[src/rtl/eth_pkg.sv]
// Shared Ethernet constants and the transmit framer state encoding.
package eth_pkg;

    localparam logic [7:0]  ETH_PREAMBLE    = 8'h55;
    localparam logic [7:0]  ETH_SFD         = 8'hD5;
    localparam logic [31:0] CRC32_POLY_REFL = 32'hEDB88320;
    localparam logic [31:0] CRC32_RESIDUE   = 32'hDEBB20E3;

    typedef enum logic [2:0] {
        ST_IDLE     = 3'd0,
        ST_PREAMBLE = 3'd1,
        ST_SFD      = 3'd2,
        ST_DATA     = 3'd3,
        ST_PAD      = 3'd4,
        ST_FCS      = 3'd5,
        ST_IFG      = 3'd6,
        ST_DRAIN    = 3'd7
    } framer_state_t;

endpackage

[src/rtl/eth_tx_framer_if.sv]
// Word-side handshake from the packet builder plus the byte-wide PHY side of the framer.
interface eth_tx_framer_if;
    import eth_pkg::*;

    // A word moves on a clock edge where i_vld && o_rdy; i_sop/i_eop/i_data are qualified by i_vld
    // and must stay stable until that edge.
    logic [31:0]   i_data;
    logic          i_vld;
    logic          i_sop;
    logic          i_eop;
    logic          o_rdy;
    logic [7:0]    o_txd;
    logic          o_tx_en;
    logic          o_tx_er;
    logic          o_busy;
    logic          o_frame_done;
    logic          o_underrun;
    framer_state_t state_dbg;

    modport master (
        output i_data, i_vld, i_sop, i_eop,
        input  o_rdy, o_txd, o_tx_en, o_tx_er, o_busy, o_frame_done, o_underrun, state_dbg
    );

    modport slave (
        input  i_data, i_vld, i_sop, i_eop,
        output o_rdy, o_txd, o_tx_en, o_tx_er, o_busy, o_frame_done, o_underrun, state_dbg
    );

endinterface

[src/rtl/eth_crc32_d8.sv]
// One-byte step of the reflected Ethernet CRC32 (LSB of the byte enters first).
module eth_crc32_d8
    import eth_pkg::*;
(
    input  logic [31:0] crc_in,
    input  logic [7:0]  byte_in,
    output logic [31:0] crc_out
);

    logic [31:0] c;

    always_comb begin
        c = crc_in ^ {24'h000000, byte_in};
        for (int i = 0; i < 8; i++) begin
            c = c[0] ? ((c >> 1) ^ CRC32_POLY_REFL) : (c >> 1);
        end
        crc_out = c;
    end

endmodule

[src/rtl/eth_tx_framer.sv]
// Turns the 32-bit packet-builder word stream into a GMII byte stream with preamble, pad, FCS and IFG.
module eth_tx_framer
    import eth_pkg::*;
#(
    parameter int PREAMBLE_LEN = 7,
    parameter int MIN_FRAME    = 60,
    parameter int IFG_BYTES    = 12,
    parameter int SOP_SKIP     = 2
) (
    input  logic clk,
    input  logic rst,
    eth_tx_framer_if.slave bus
);

    framer_state_t state;
    logic [7:0]    cnt;
    logic [31:0]   sh;
    logic [1:0]    rem;
    logic          last_q;
    logic [10:0]   byte_cnt;
    logic [31:0]   crc_q;
    logic [31:0]   crc_nxt;
    logic [7:0]    data_byte;
    logic [31:0]   sop_word;
    logic          rdy;
    logic          start_ok;
    logic          pad_more;
    logic [7:0]    txd;
    logic          tx_en;
    logic          tx_er;
    logic          busy;
    logic          frame_done;
    logic          underrun;

    assign sop_word = bus.i_data << (8 * SOP_SKIP);
    assign pad_more = byte_cnt < 11'(MIN_FRAME);
    assign start_ok = bus.i_vld && bus.i_sop &&
                      ((state == ST_IDLE) || (state == ST_IFG && cnt == 8'(IFG_BYTES - 1)));

    // o_rdy decodes the byte currently on o_txd: a word is taken during the last byte of the previous one.
    always_comb begin
        rdy = 1'b0;
        if (!rst) begin
            case (state)
                ST_IDLE:  rdy = bus.i_vld && !bus.i_sop;
                ST_SFD:   rdy = 1'b1;
                ST_DATA:  rdy = (rem == 2'd0) && !last_q;
                ST_DRAIN: rdy = 1'b1;
                default:  rdy = 1'b0;
            endcase
        end
    end

    always_comb begin
        data_byte = 8'h00;
        case (state)
            ST_SFD:  data_byte = sop_word[31:24];
            ST_DATA: begin
                if (rem != 2'd0)  data_byte = sh[31:24];
                else if (!last_q) data_byte = bus.i_data[31:24];
            end
            default: data_byte = 8'h00;
        endcase
    end

    eth_crc32_d8 u_crc (
        .crc_in  (crc_q),
        .byte_in (data_byte),
        .crc_out (crc_nxt)
    );

    // state names the kind of byte currently on o_txd; each branch registers the following byte.
    always_ff @(posedge clk) begin
        if (rst) begin
            state      <= ST_IDLE;
            cnt        <= 8'd0;
            sh         <= 32'h0;
            rem        <= 2'd0;
            last_q     <= 1'b0;
            byte_cnt   <= 11'd0;
            crc_q      <= 32'hFFFFFFFF;
            txd        <= 8'h00;
            tx_en      <= 1'b0;
            tx_er      <= 1'b0;
            busy       <= 1'b0;
            frame_done <= 1'b0;
            underrun   <= 1'b0;
        end else begin
            frame_done <= 1'b0;
            underrun   <= 1'b0;
            tx_er      <= 1'b0;
            if (start_ok) begin
                state    <= ST_PREAMBLE;
                txd      <= ETH_PREAMBLE;
                tx_en    <= 1'b1;
                busy     <= 1'b1;
                cnt      <= 8'd0;
                crc_q    <= 32'hFFFFFFFF;
                byte_cnt <= 11'd0;
            end else begin
                case (state)
                    ST_IDLE: begin
                        txd   <= 8'h00;
                        tx_en <= 1'b0;
                    end
                    ST_PREAMBLE: begin
                        if (cnt == 8'(PREAMBLE_LEN - 1)) begin
                            state <= ST_SFD;
                            txd   <= ETH_SFD;
                        end else begin
                            cnt <= cnt + 8'd1;
                            txd <= ETH_PREAMBLE;
                        end
                    end
                    ST_SFD: begin
                        state    <= ST_DATA;
                        txd      <= data_byte;
                        sh       <= {sop_word[23:0], 8'h00};
                        rem      <= 2'(3 - SOP_SKIP);
                        last_q   <= bus.i_eop;
                        crc_q    <= crc_nxt;
                        byte_cnt <= byte_cnt + 11'd1;
                    end
                    ST_DATA: begin
                        if (rem != 2'd0) begin
                            txd      <= data_byte;
                            sh       <= sh << 8;
                            rem      <= rem - 2'd1;
                            crc_q    <= crc_nxt;
                            byte_cnt <= byte_cnt + 11'd1;
                        end else if (last_q) begin
                            if (pad_more) begin
                                state    <= ST_PAD;
                                txd      <= 8'h00;
                                crc_q    <= crc_nxt;
                                byte_cnt <= byte_cnt + 11'd1;
                            end else begin
                                state <= ST_FCS;
                                txd   <= ~crc_q[7:0];
                                sh    <= {8'h00, ~crc_q[31:8]};
                                cnt   <= 8'd0;
                            end
                        end else if (bus.i_vld) begin
                            txd      <= data_byte;
                            sh       <= {bus.i_data[23:0], 8'h00};
                            rem      <= 2'd3;
                            last_q   <= bus.i_eop;
                            crc_q    <= crc_nxt;
                            byte_cnt <= byte_cnt + 11'd1;
                        end else begin
                            // Builder missed its slot: flag one errored byte, then swallow the rest.
                            state    <= ST_DRAIN;
                            txd      <= 8'h00;
                            tx_er    <= 1'b1;
                            underrun <= 1'b1;
                        end
                    end
                    ST_PAD: begin
                        if (pad_more) begin
                            txd      <= 8'h00;
                            crc_q    <= crc_nxt;
                            byte_cnt <= byte_cnt + 11'd1;
                        end else begin
                            state <= ST_FCS;
                            txd   <= ~crc_q[7:0];
                            sh    <= {8'h00, ~crc_q[31:8]};
                            cnt   <= 8'd0;
                        end
                    end
                    ST_FCS: begin
                        if (cnt == 8'd3) begin
                            state <= ST_IFG;
                            txd   <= 8'h00;
                            tx_en <= 1'b0;
                            cnt   <= 8'd0;
                        end else begin
                            txd        <= sh[7:0];
                            sh         <= sh >> 8;
                            cnt        <= cnt + 8'd1;
                            frame_done <= (cnt == 8'd2);
                        end
                    end
                    ST_IFG: begin
                        if (cnt == 8'(IFG_BYTES - 1)) begin
                            state <= ST_IDLE;
                            busy  <= 1'b0;
                        end else begin
                            cnt <= cnt + 8'd1;
                        end
                    end
                    ST_DRAIN: begin
                        txd   <= 8'h00;
                        tx_en <= 1'b0;
                        if (bus.i_vld && bus.i_eop) begin
                            state <= ST_IFG;
                            cnt   <= 8'd0;
                        end
                    end
                    default: state <= ST_IDLE;
                endcase
            end
        end
    end

    assign bus.o_rdy        = rdy;
    assign bus.o_txd        = txd;
    assign bus.o_tx_en      = tx_en;
    assign bus.o_tx_er      = tx_er;
    assign bus.o_busy       = busy;
    assign bus.o_frame_done = frame_done;
    assign bus.o_underrun   = underrun;
    assign bus.state_dbg    = state;

endmodule

[src/flat_wrapper.sv]
// flat-port wrapper written by rule: the top's interface ports become plain ports
module eth_tx_framer_flat import eth_pkg::*;
#(
    parameter int PREAMBLE_LEN = 7,
    parameter int MIN_FRAME    = 60,
    parameter int IFG_BYTES    = 12,
    parameter int SOP_SKIP     = 2
)
  (clk, rst, bus_i_data, bus_i_vld, bus_i_sop, bus_i_eop, bus_o_rdy, bus_o_txd, bus_o_tx_en, bus_o_tx_er, bus_o_busy, bus_o_frame_done, bus_o_underrun, bus_state_dbg);
  eth_tx_framer_if bus_i ();
  input  logic clk;
  input  logic rst;
  input wire logic [$bits(bus_i.i_data)-1:0] bus_i_data;
  input wire logic [$bits(bus_i.i_vld)-1:0] bus_i_vld;
  input wire logic [$bits(bus_i.i_sop)-1:0] bus_i_sop;
  input wire logic [$bits(bus_i.i_eop)-1:0] bus_i_eop;
  output wire logic [$bits(bus_i.o_rdy)-1:0] bus_o_rdy;
  output wire logic [$bits(bus_i.o_txd)-1:0] bus_o_txd;
  output wire logic [$bits(bus_i.o_tx_en)-1:0] bus_o_tx_en;
  output wire logic [$bits(bus_i.o_tx_er)-1:0] bus_o_tx_er;
  output wire logic [$bits(bus_i.o_busy)-1:0] bus_o_busy;
  output wire logic [$bits(bus_i.o_frame_done)-1:0] bus_o_frame_done;
  output wire logic [$bits(bus_i.o_underrun)-1:0] bus_o_underrun;
  output wire logic [$bits(bus_i.state_dbg)-1:0] bus_state_dbg;
  assign bus_i.i_data = bus_i_data;
  assign bus_i.i_vld = bus_i_vld;
  assign bus_i.i_sop = bus_i_sop;
  assign bus_i.i_eop = bus_i_eop;
  assign bus_o_rdy = bus_i.o_rdy;
  assign bus_o_txd = bus_i.o_txd;
  assign bus_o_tx_en = bus_i.o_tx_en;
  assign bus_o_tx_er = bus_i.o_tx_er;
  assign bus_o_busy = bus_i.o_busy;
  assign bus_o_frame_done = bus_i.o_frame_done;
  assign bus_o_underrun = bus_i.o_underrun;
  assign bus_state_dbg = bus_i.state_dbg;
  eth_tx_framer #(.PREAMBLE_LEN(PREAMBLE_LEN), .MIN_FRAME(MIN_FRAME), .IFG_BYTES(IFG_BYTES), .SOP_SKIP(SOP_SKIP)) u_core (.clk(clk), .rst(rst), .bus(bus_i));
endmodule
[config.mk]
export PLATFORM = sky130hd
export DESIGN_NAME = eth_tx_framer_flat
export DESIGN_NICKNAME = d
export VERILOG_FILES = /design/src/rtl/eth_pkg.sv /design/src/rtl/eth_tx_framer_if.sv /design/src/rtl/eth_crc32_d8.sv /design/src/rtl/eth_tx_framer.sv /design/src/flat_wrapper.sv
export SDC_FILE = /design/constraint.sdc
export NUM_CORES = 1
export LEC_CHECK = 0
export ABC_CLOCK_PERIOD_IN_PS = 2400
export BUFFER_PORTS_ARGS = -buffer_cell sky130_fd_sc_hd__buf_2
export CORE_MARGIN = 1.5
export CORE_UTILIZATION = 40
export DETAILED_ROUTE_END_ITERATION = 16
export HOLD_SLACK_MARGIN = 0.1
export REMOVE_ABC_BUFFERS = 1
export SETUP_SLACK_MARGIN = 0.15
export SKIP_CTS_REPAIR_TIMING = 1
export SKIP_LAST_GASP = 1
export SYNTH_ARGS = -nofsm -noshare
export SYNTH_HDL_FRONTEND = slang
export SYNTH_SLANG_ARGS = --single-unit
[constraint.sdc]
create_clock -name clk -period 2.4 [get_ports clk]
set_input_delay 0.12 -clock clk [delete_from_list [all_inputs] [get_ports clk]]
set_output_delay 0.12 -clock clk [all_outputs]
set_load 0.02 [all_outputs]
# Word-level counts from Yosys, hierarchy flattened
# Cells that the tools add are included.
# classes
add_sub_neg	3
mul	0
div	0
n_lt_le_gt_ge	1
n_eq_ne	32
n_shift	0
muxes	71
bitwise	14
reduce_logical	37
# ops
operator	count
two-way mux 32 bit	17
case mux 32 bit (4 select lines)	1
two-way mux 8 bit	15
NOT 13 -> 14 bit	8
case mux 32 bit (3 select lines)	1
case mux 8 bit (6 select lines)	2
two-way mux 11 bit	4
case mux 11 bit (3 select lines)	1
bitwise XOR 32 x 8 -> 32 bit	1
two-way mux 3 bit	8
NOT 24 bit	1
case mux 3 bit (7 select lines)	1
== test 8 x 2 -> 1 bit, second input constant	2
case mux 8 bit (2 select lines)	1
AND reduction 8 bit	2
inequality test 3 x 2 -> 1 bit, second input constant	5
nonzero test 7 bit	2
== test 3 bit, second input constant	4
two-way mux 1 bit	12
inequality test 2 bit, second input constant	6
nonzero test 6 bit	2
adder 11 x 1 -> 11 bit, second input constant	1
< comparator 11 x 6 -> 1 bit, second input constant	1
inequality test 3 x 1 -> 1 bit, second input constant	3
32 further kinds	57
# word_totals
reg_bits	101
latchBits	0
ramBits	0
romBits	0
inputBits	37
word_cells	172
mem_count	0

# Longest topological paths before layout
# logic_depth
depth_word	24
depth_mapped	12
ltp_nobuf	8

# Hierarchy
# A second synthesis with hierarchy kept.
# hier_totals
hier_cells	855
hier_area_um2	7006.7
# by_module_without_submodules
mod	n_inst	cells_per_inst	area_per_inst_um2	seq_area_each_um2
eth_tx_framer	1	790	6017.0	2021.9
eth_crc32_d8	1	65	989.7	0.0

# Worst setup path before layout
# No wires, ideal clock.
# synth_timing
path_kind	register to output
start	register u_core.state[1], in the netlist u_core.bus.state_dbg[1]
end	output bus_o_rdy
arrival_time_ns	2.396
t_required_ns	2.280
setup_slack_ns	-0.116
stages_incl_launch_ff	6
path_buffers	3
cell_sequence	dfxtp_1 buf_4 buf_2 clkbuf_1 o21ai_0 a2111oi_0
# synth_between
elab_chain_len	4
word_cells_on_any_way	7
classes_between	eq/ne (3); mux (2); reduce/logical (2)
# synth_rtl
item	line_no	source
from (decl)	eth_tx_framer.sv:15	framer_state_t state;
from (signal assigned)	eth_tx_framer.sv:75	state <= ST_IDLE;
from (signal assigned)	eth_tx_framer.sv:93	state <= ST_PREAMBLE;
from (signal assigned)	eth_tx_framer.sv:108	state <= ST_SFD;
== test 3 x 2 -> 1 bit or == test 3 bit (tied branches)	eth_tx_framer.sv:44	case (state)
OR reduction 2 bit (no source line)	--	
case mux 1 bit (3 select lines) (*)	eth_tx_framer.sv:44	
two-way mux 1 bit (*)	eth_tx_framer.sv:43	if (!rst) begin
to (decl)	flat_wrapper.sv:17	output wire logic [$bits(bus_i.o_rdy)-1:0] bus_o_rdy;
# Every way passes the cells marked *; elsewhere a longest branch is shown, timed or not.

# Worst setup path after layout
# layout_timing
start	register u_core.rem[1]
end	register u_core.crc_q[26]
# layout_between
elab_chain_len	20
word_cells_on_any_way	25
classes_between	eq/ne (1); mux (15); bitwise (7); reduce/logical (2)
# layout_rtl
item	line_no	source
from (decl)	eth_tx_framer.sv:18	logic [1:0] rem;
from (signal assigned)	eth_tx_framer.sv:119	rem <= 2'(3 - SOP_SKIP);
from (signal assigned)	eth_tx_framer.sv:128	rem <= rem - 2'd1;
nonzero test 2 bit (*)	eth_tx_framer.sv:59, eth_tx_framer.sv:125	
two-way mux 8 bit	eth_tx_framer.sv:59	if (rem != 2'd0) data_byte = sh[31:24];
case mux 8 bit (2 select lines)	eth_tx_framer.sv:56	case (state)
bitwise XOR 32 x 8 -> 32 bit	eth_crc32_d8.sv:13	c = crc_in ^ {24'h000000, byte_in};
two-way mux 32 bit (3 in series)	eth_crc32_d8.sv:15	c = c[0] ? ((c >> 1) ^ CRC32_POLY_REFL) : (c >> 1);
NOT 13 -> 14 bit (no source line)	--	
two-way mux 32 bit	eth_crc32_d8.sv:15	
NOT 13 -> 14 bit (no source line)	--	
two-way mux 32 bit (2 in series)	eth_crc32_d8.sv:15	
NOT 13 -> 14 bit (no source line)	--	
two-way mux 32 bit	eth_crc32_d8.sv:15	
NOT 13 -> 14 bit (no source line)	--	
two-way mux 32 bit	eth_crc32_d8.sv:15	
two-way mux 32 bit (on tied branches)	eth_tx_framer.sv:143, eth_tx_framer.sv:132, eth_tx_framer.sv:159	
two-way mux 32 bit	eth_tx_framer.sv:131	end else if (last_q) begin
two-way mux 32 bit	eth_tx_framer.sv:125	if (rem != 2'd0) begin
case mux 32 bit (3 select lines)	eth_tx_framer.sv:101	case (state)
to (signal assigned)	eth_tx_framer.sv:129	crc_q <= crc_nxt;
to (signal assigned)	eth_tx_framer.sv:135	crc_q <= crc_nxt;
to (signal assigned)	eth_tx_framer.sv:148	crc_q <= crc_nxt;
to (decl)	eth_tx_framer.sv:21	logic [31:0] crc_q;
# Every way passes the cells marked *; elsewhere a longest branch is shown, timed or not. The select of a mux whose other input is x is not followed.
# A chain may end at the register's enable or synchronous reset.

==> out/results.env <==
SYNTH.FF_LATCH_COUNT=101
CRITICAL_PATH.REG2REG.ENDPOINT='u_core.crc_q[26]'
SYNTHARSTFLOPSHARE=0
SYNTHCELLS=819
CLOCK_TRANSITION_TIME_AT_THE_FLIP_FLOP_CLOCK_PINS_OF_THE_WORST_SETUP_AND_HOLD_PATHS_NS=0.07
FIRST_GLOBAL_VIAS=6475
GLOBAL_ROUTE.USAGE.MET1=0.383
ROUTED_WL_MM=25.9
TIMING.FINAL.MAX_SLEW_VIOLATIONS=0
FINALINSTANCEAREA_UM2=9270
SWITCHING_SHARE=0.369
PLACEABLECOREAREA_UM2=16600
MULTI_INPUT_COMB_AREA_UM2=4820
SYN-CELL-AREA_UM2=6850
START_UTIL=0.412
CTS-BUFFERS-INSERTED=9
POWER.SHARE.SEQUENTIAL=0.238
LAYOUT.AREA.SEQ_UM2=2030
NUMCLOCKSINKS=101
SWITCHING_POWER_mW=3.34
FINAL.MIN_CLOCK_PERIOD_NS=2.59
FMAXACHIEVABLE_MHz=386
ANTENNA_DIODES=0
WORST_HOLD_PATH.ENDPOINT='u_core.sh[31]'
AVGROUTEDWIREPERCELL_UM=21.6
CTS_ROOT_BUFFER='clkbuf_16'
INITIAL_ANTENNA_VIOLATION_COUNT=0
SETUP.WORST_PATH.END_CLASS='register'
ROUTED_VIA_DENSITY=6.08
DETAILEDPLACEMENTHPWL_MM=18.2
POSTROUTEANTENNANETS=0
P_INT_mW=5.70
PLACEMENT.IO_BUFFERS=53
ROW_COUNT=47
CTS_MAX_LEVEL=3
COMBINATIONALPOWERSHARE=0.586
GP_ROUTABILITY_CONGESTION=0.964
CLOCK-SKEW-FINAL_NS=0.00889
HOLDCRITSTARTPOINT='bus_i_data[7]'
WORST_VDD_IR_V=0.000666
DRT_FIRST_PASS_ITERS=6
REG_TO_REG_SETUP_TIMING_SLACK_NS=-0.19
TOTAL_POWER_mW=9.05
RUN_STATUS='finished, violations left'
POST-ROUTE-UTIL=0.557
AREA_GROWTH_SYN_TO_LAYOUT_PCT=35.3
MIN_DELAY_PATH_DEPTH=5
LEAKAGE_nW=3.79
DR_TOTAL_VIAS=7300
OVERFLOW=0
DESIGN.DIE.AREA_UM2=17900
N_FILL_CELL=1538
DRC_ERRORS=0
CRITPATHARRIVALTIME_NS=2.83
TIMING.CRITICAL_PATH.FROM_TYPE='register'
SYNTHDISTINCTLIBCELLS=77
GRT.MET2_USAGE=0.431
GLOBALROUTE.BUSIESTLAYER='met2'
MOSTFREQUENTLAYOUTCELLS='129 x buf_4, 95 x dfxtp_1, 74 x nor2_1'
GRT_MAX_DEGREE=41
TIMING_WORST_SETUP_PATH_TYPE='reg2reg'
CTS_TREE='done'
MOST_COMMON_LIBRARY_CELL_IN_THE_LAYOUT_IGNORING_FILL_AND_TAPS='buf_4'
SETUP-VIOLATIONS-FINAL=23
DIE-WIDTH_UM=134
GRT_PASS1_WL_MM=38.0
R2R_START='u_core.rem[1]'
HOLD_PATH.CLASS='in2reg'
STDCELL_COUNT=1200
SYNTH_EDF_COUNT=0
MET3_USAGE=0.0639
DIE_HEIGHT_UM=134
POSTLAYOUTSETUPSLACKWORST_NS=-0.192
CTS-ROOT-TO-SINK-BUFFERS=2
SYNTH.YOSYS.SEQ_AREA_SHARE=0.295
PLACED_CELLS_INCL_TAPS=1140
PLACE_AREA_UM2=8070
CP.REQUIRED_NS=2.64
SETUP_REPAIR_AFTER_GLOBAL_ROUTING_MISSED_ITS_MARGIN='yes'
CRIT_FANOUT=5
DRC_VIOLATION_TOTAL_AFTER_THE_FIRST_TRITONROUTE_ITERATION=778
FLOORPLAN.IO_PINS=54
POWER_PER_CELL_AREA_nW_PER_UM2=975
TIMING_WORST_SLEW_PIN_VALUE_NS=0.528
CLOCK_LATENCY_NS=0.37
FAILED_CHECKS='negative setup slack'
YOSYS_WARNINGS=0
FINALHOLDVIOLCOUNT=0
MIN_PERIOD_OVER_PERIOD=1.08
MAXSLEWHEADROOM=0.648
FINAL_NET_COUNT=1016
SYN-MEAN-INSTANCE-AREA_UM2=8.37
MAXCAPVIOLCOUNT=0
SYNTHFLOPTYPE='dfxtp_1'
GRT_USAGE=0.276
LAYOUT-DRIVE-GT1-SHARE=0.326
CLOCK_POWER_SHARE=0.176
REG2REG_DEPTH=12
final cells by class:
cell class	count	share of cell area
clock buffers	11	0.0273
clock inverters	5	0.00621
inverters	12	0.00486
multi-input cells	630	0.520
flip-flops and latches	101	0.219
well taps	220	0.0297
repair buffers	221	0.193
metrics by stage:
stage	TNS (ns)	hold WS, ns	setup WS, ns
finish	-1.95	0.153	-0.192
global route	-4.11	0.199	-0.251
CTS	-3.75	0.0336	-0.284
detailed placement	-2.78	0.421	-0.242
global placement	-1.65	0.419	-0.188
floorplan	-80.81	0.189	-1.27
layer usage:
layer / wire, um / vias to the layer above
met1: 11200 / 3537
met2: 12100 / 345
met4: 431 / 0
met5: 0 / -
li1: - / 3385
met3: 2160 / 33
critical path, stage by stage, from the launching register on:
cell and delay [ns]:
dfxtp_2 0.33, inv_2 0.04, ha_4 0.17, buf_12 0.13, and3b_2 0.27, a211oi_2 0.07, buf_4 0.15, a221oi_4 0.32
buf_6 0.17, xnor2_4 0.12, buf_6 0.15, xnor3_1 0.38, a2bb2oi_1 0.15
state kept, by name, indices dropped and copies added (netlist names), named ones only:
signal / count
u_core.crc_q: 32
u_core.bus.o_txd: 8
u_core.bus.state_dbg: 2
u_core.rem: 2
u_core.byte_cnt: 11
u_core.bus.o_busy: 1
u_core.bus.o_frame_done: 1
u_core.sh: 32
u_core.cnt: 8
u_core.bus.o_tx_er: 1
u_core.last_q: 1
u_core.bus.o_tx_en: 1
how the worst max path moves through the flow:
stage | start | endpoint | cells past startpoint
2_1_floorplan | u_core.bus.state_dbg[0] | u_core.crc_q[26] | 6
3_3_place_gp | u_core.rem[1] | u_core.crc_q[23] | 11
3_5_place_dp | u_core.rem[1] | u_core.crc_q[23] | 11
4_1_cts | u_core.rem[0] | u_core.crc_q[23] | 11
5_1_grt | u_core.rem[1] | u_core.crc_q[26] | 12
6_report | u_core.rem[1] | u_core.crc_q[26] | 12
logic make-up after synthesis:
logic type | count (synthesis) | share of synthesized area
AO/OA/AOI/OAI | 295 | 0.312
AND/OR/NAND/NOR | 260 | 0.198
flip-flops | 101 | 0.295
buffers and inverters | 88 | 0.0571
XOR/XNOR | 69 | 0.128
adder cells (fa/ha/maj) | 4 | 0.00730
multiplexers | 2 | 0.00292
power by group through the flow:
stage / clock network, mW / registers [mW] / logic [mW]
2_1_floorplan: 0 / 2.14 / 2.64
3_3_place_gp: 0 / 2.16 / 4.19
3_5_place_dp: 0 / 2.16 / 4.24
4_1_cts: 1.61 / 2.12 / 4.27
5_1_grt: 1.69 / 2.17 / 5.59
6_report: 1.59 / 2.15 / 5.30
synthesized netlist by cell type, types with 8 or more instances:
master / number / share of area
o21ai_1: 9 / 0.0066
a22oi_1: 41 / 0.045
nor2_1: 75 / 0.041
a22o_1: 15 / 0.019
a31oi_1: 12 / 0.011
o22ai_1: 9 / 0.0082
nor3_1: 17 / 0.012
nand3_1: 17 / 0.012
a221oi_1: 11 / 0.014
nand2b_1: 9 / 0.0082
dfxtp_1: 101 / 0.30
a211oi_1: 8 / 0.0088
xnor2_1: 36 / 0.046
nand4_1: 15 / 0.014
o221ai_1: 15 / 0.019
nor2b_1: 8 / 0.0073
a21oi_1: 60 / 0.044
inv_1: 11 / 0.0060
o22a_1: 8 / 0.010
xnor3_1: 11 / 0.036
nand2_1: 63 / 0.035
clkbuf_1: 53 / 0.029
o211ai_1: 14 / 0.015
o21ai_0: 47 / 0.034
xor2_1: 12 / 0.015
No activity file was read; power rests on OpenSTA's default activity.
